`config.mk`:
```
export PLATFORM = sky130hd
export DESIGN_NAME = aes_round_ctrl
export DESIGN_NICKNAME = d
export VERILOG_FILES = /design/src/rtl/aes_round_ctrl.sv
export SDC_FILE = /design/constraint.sdc
export NUM_CORES = 1
export LEC_CHECK = 0
export BUFFER_PORTS_ARGS = -buffer_cell sky130_fd_sc_hd__buf_2
export CAP_MARGIN = 10
export CORE_AREA = 10 10 243 245
export CTS_CLUSTER_SIZE = 28
export DETAILED_ROUTE_END_ITERATION = 8
export DIE_AREA = 0 0 253 255
export GPL_TIMING_DRIVEN = 0
export SLEW_MARGIN = 25
export SYNTH_ARGS = -nofsm -noshare
export SYNTH_HDL_FRONTEND = slang
export SYNTH_SLANG_ARGS = --single-unit
```
`constraint.sdc`:
```
create_clock -name clk -period 2.18 [get_ports clk]
set_clock_uncertainty 0.2 [all_clocks]
set_input_delay 0.327 -clock clk [delete_from_list [all_inputs] [get_ports clk]]
set_output_delay 0.327 -clock clk [all_outputs]
set_load 0.02 [all_outputs]
```
`src/rtl/aes_round_ctrl.sv`:
```
// aes_round_ctrl: iterative AES-128 sequencer owning the cipher state and round counter
module aes_round_ctrl #(
  parameter int NUM_ROUNDS = 10
) (
  input  logic         clk,
  input  logic         rst_n,
  input  logic         in_valid,
  output logic         in_ready,
  input  logic [127:0] pt_in,
  output logic         out_valid,
  input  logic         out_ready,
  output logic [127:0] ct_out,
  output logic [3:0]   rk_idx,
  input  logic [127:0] rk_in,
  input  logic         rk_valid,
  output logic [127:0] dp_state,
  output logic         dp_final,
  input  logic [127:0] dp_result,
  output logic         busy
);
  typedef enum logic [1:0] {IDLE, ROUND, DONE} fsm_t;
  localparam logic [3:0] LAST = 4'(NUM_ROUNDS);
  fsm_t         fsm, fsm_nx;
  logic [127:0] state_q, state_nx;
  logic [3:0]   round, round_nx;
  logic         last;
  always_ff @(posedge clk or negedge rst_n)
    if (!rst_n) begin
      fsm     <= IDLE;
      state_q <= '0;
      round   <= '0;
    end else begin
      fsm     <= fsm_nx;
      state_q <= state_nx;
      round   <= round_nx;
    end
  assign last      = round == LAST;
  assign in_ready  = fsm == IDLE && rk_valid;
  assign out_valid = fsm == DONE;
  assign busy      = fsm != IDLE;
  assign rk_idx    = fsm == ROUND ? round : 4'd0;
  assign dp_final  = fsm == ROUND && last;
  assign ct_out    = state_q;
  assign dp_state  = state_q;
  // A missing key stalls the round in place; the final round parks in DONE
  always_comb begin
    fsm_nx   = fsm;
    state_nx = state_q;
    round_nx = round;
    case (fsm)
      IDLE:
        if (in_valid && rk_valid) begin
          state_nx = pt_in ^ rk_in;
          round_nx = 4'd1;
          fsm_nx   = ROUND;
        end
      ROUND:
        if (rk_valid) begin
          state_nx = dp_result;
          fsm_nx   = last ? DONE : ROUND;
          round_nx = last ? round : round + 4'd1;
        end
      DONE:
        if (out_ready) begin
          fsm_nx   = IDLE;
          round_nx = '0;
        end
      default: fsm_nx = IDLE;
    endcase
  end
endmodule

```
==> run_results.csv <==
group,metric,value,unit
yosys,muxShareOfSynthArea,0.00272,
floorplanning,dieWidth,253,um
cells_and_area,register_area,3350,um2
route,vias,9950,
floorplanning,rows,86,
place,place_inst,2363,
floorplanning,start_util,0.152,
global_route,grt_max_degree,70,
timing,setup_viol,4,
global_route,grt_use_total,0.142,
floorplanning,die_h,255,um
setup_path,reg2reg_slack,0.04,ns
floorplanning,io_pins,653,
global_route,grt_pass1_vias,10830,
route,wl_per_cell,18.8,um
setup_path,critPathRequiredTime,1.65,ns
cells_and_area,syn_to_final_growth,89.8,%
yosys,yosysWarnings,0,
min_path,hp-class,"in -> reg",
yosys,synth_xor_area_frac,0.135,
setup_path,path_class,"reg -> out",
yosys,ys_ff_latch,134,
cells_and_area,finalNetCount,2241,
clock_tree,cts_sinks,134,
clock_tree,cts_tree,"done",
cells_and_area,mostFrequentLayoutCells,"645 x buf_2, 143 x buf_4, 134 x dfrtp_1",
yosys,synth-edff-count,0,
place,dp_hpwl,37.7,mm
timing,final_hold_viol_count,0,
setup_path,arrival,1.66,ns
global_route,overflow,0,
yosys,synth-simple-area-share,0.135,
cells_and_area,fillers,5811,
yosys,yosys.area.top_type_share,0.404,
yosys,async_flop_share,1.00,
cells_and_area,multi_input_area,4000,um2
floorplanning,design.core.area,54400,um2
cells_and_area,fin_cells,2563,
timing,drv_slew,0,
yosys,yosys.area_share.adder,0.00754,
yosys,synthesis.area,8290,um2
yosys,syn_nets,1399,
timing,relSlewSlack,0.477,
power_and_ir_drop,peakVddDrop,822,uV
timing,min_period,2.19,ns
yosys,synth_top_area_cell,"dfrtp_1",
floorplanning,dieArea,64500,um2
cells_and_area,final_common_cell,"buf_2",
yosys,synth.distinct_cells,33,
clock_tree,clk_latency,0.47,ns
cells_and_area,fin_util,0.289,
clock_tree,cts-htree-levels,4,
place,port_buffers,652,
status,status,"finished with violations",
route,ant_nets,0,
place,routabilityCongestion,0.937,
power_and_ir_drop,powerDensity,1420,nW/um2
timing,fmax,0.456,GHz
timing,rsz0062_at_grt,"yes",
timing,worstMarginPinSlew,0.779,ns
clock_tree,cts-root-buf,"clkbuf_16",
setup_path,cp_max_fo,7,
status,violations,"setup timing",
yosys,yosys-top-cells-area,"dfrtp_1 40%, xnor2_1 14%, buf_4 12%, a21oi_1 7.8%, o21ai_0 6.9%",
route,firstDrtPassIters,4,
cells_and_area,drive_above_1_share,0.530,
route,via_per_inst,3.88,
yosys,synth_top_family_by_area,"compound AO/OA/AOI/OAI gates",
clock_tree,clock_path_buffers,2,
setup_path,end_kind,"output port",
run,drv_cap,0,
global_route,grt_pass1_wl,67.2,mm
global_route,antenna_found_initial,3,
yosys,ys.flop_type,"dfrtp_1",
yosys,synthCells,1005,
yosys,yosysSeqAreaShare,0.404,
clock_tree,clk_pin_slew,0.06,ns
timing,fin_crit_sh,1.01,
setup_path,critPathLaunchType,"flop",
route,drc,0,
timing,fin_ws,-0.0117,ns
yosys,synth_area_per_cell,8.25,um2
power_and_ir_drop,p_leak,7.92,nW
route,totalWireLength,48.3,mm
route,drtIter0Drc,437,
clock_tree,numCtsBuffers,17,
yosys,synth_compound_area_frac,0.163,
-- state kept, by name, summed over array words and instances, names as in the netlist --
register and count:
round 4, ct_out 128, fsm 2
-- critical path: stages (launching register included) --
cell and delay (ns):
dfrtp_1 0.39, inv_2 0.09, ha_4 0.18, clkbuf_16 0.15
clkbuf_16 0.13, and2_4 0.13, buf_6 0.12
-- report_power, final --
| part | switching (mW) | internal, mW |
|---|---|---|
| Clock | 1.15 | 1.96 |
| Combinational | 8.05 | 6.10 |
| Sequential | 1.40 | 3.67 |
-- cell usage after synthesis, types with 2 or more instances --
cell	count
nor3_1	2
mux2_2	2
xnor2_1	128
and2_1	5
o21ai_1	17
a21oi_1	129
nor2_1	128
or2_4	2
buf_6	8
buf_4	128
buf_2	9
clkbuf_1	40
o21ai_0	115
dfrtp_1	134
nand2_1	129
ha_1	5
nand2b_1	5
inv_1	4
-- worst paths after layout --
path,startpoint,to,cells after the start
worst min register to register,ct_out[117],ct_out[117],2
worst max-delay path,fsm[1],rk_idx[0],6
max in group asynchronous,rst_n,ct_out[3],3
min in group asynchronous,rst_n,fsm[1],2
worst min-delay path,pt_in[32],ct_out[32],5
worst max register to register,fsm[1],ct_out[20],8
-- cell type report --
| class | instances | area share |
|---|---|---|
| plain buffers | 180 | 0.0959 |
| flip-flops and latches | 134 | 0.213 |
| clock inverters | 8 | 0.00946 |
| multi-input cells | 681 | 0.254 |
| repair buffers | 829 | 0.341 |
| clock buffers | 22 | 0.0295 |
| diodes | 1 | 0.000159 |
| inverters | 4 | 0.000954 |
| well taps | 704 | 0.0560 |
-- stage by stage --
| stage | setup slack [ns] | TNS (ns) | power (mW) | cell area (um2) | hold WS (ns) |
|---|---|---|---|---|---|
| floorplan | 0.153 | 0 | 12.0 | 8290 | -0.169 |
| global placement | -1.51 | -283.19 | 17.0 | 12400 | 0.285 |
| detailed placement | -0.833 | -56.80 | 17.1 | 12500 | 0.118 |
| CTS | -0.175 | -1.94 | 21.9 | 15300 | 0.0203 |
| global route | -0.130 | -0.788 | 23.8 | 15700 | 0.0575 |
| finish | -0.0117 | -0.0214 | 22.3 | 15700 | 0.0579 |
-- per-layer routing --
metal | up-vias | global-route usage | routed length (um)
met5 | - | 0 | 0
met4 | 0 | 0.0712 | 1820
met3 | 72 | 0.0491 | 4350
met2 | 503 | 0.243 | 23900
met1 | 4526 | 0.153 | 18200
li1 | 4849 | - | -
-- what timing repair did --
item / CTS / global route
hold endpoints to repair: 196 / 0
endpoints found under the setup margin: 136 / 129
hold buffers: 129 / 0
resized for setup: 150 / 165
cloned: 9 / 8
pin swaps: 8 / 24
buffers inserted: 29 / 5
-- logic make-up (layout without fill, tap and decap cells) --
family | count (synthesis) | in the layout
other | 0 | 1
DFF | 134 | 134
buffers and inverters | 190 | 1043
muxes | 2 | 2
adders and majority gates | 5 | 5
AOI/OAI and AO/OA | 266 | 266
xor gates and xnor gates | 128 | 128
and+or+nand+nor | 280 | 280
(Power assumes the default switching activity.)
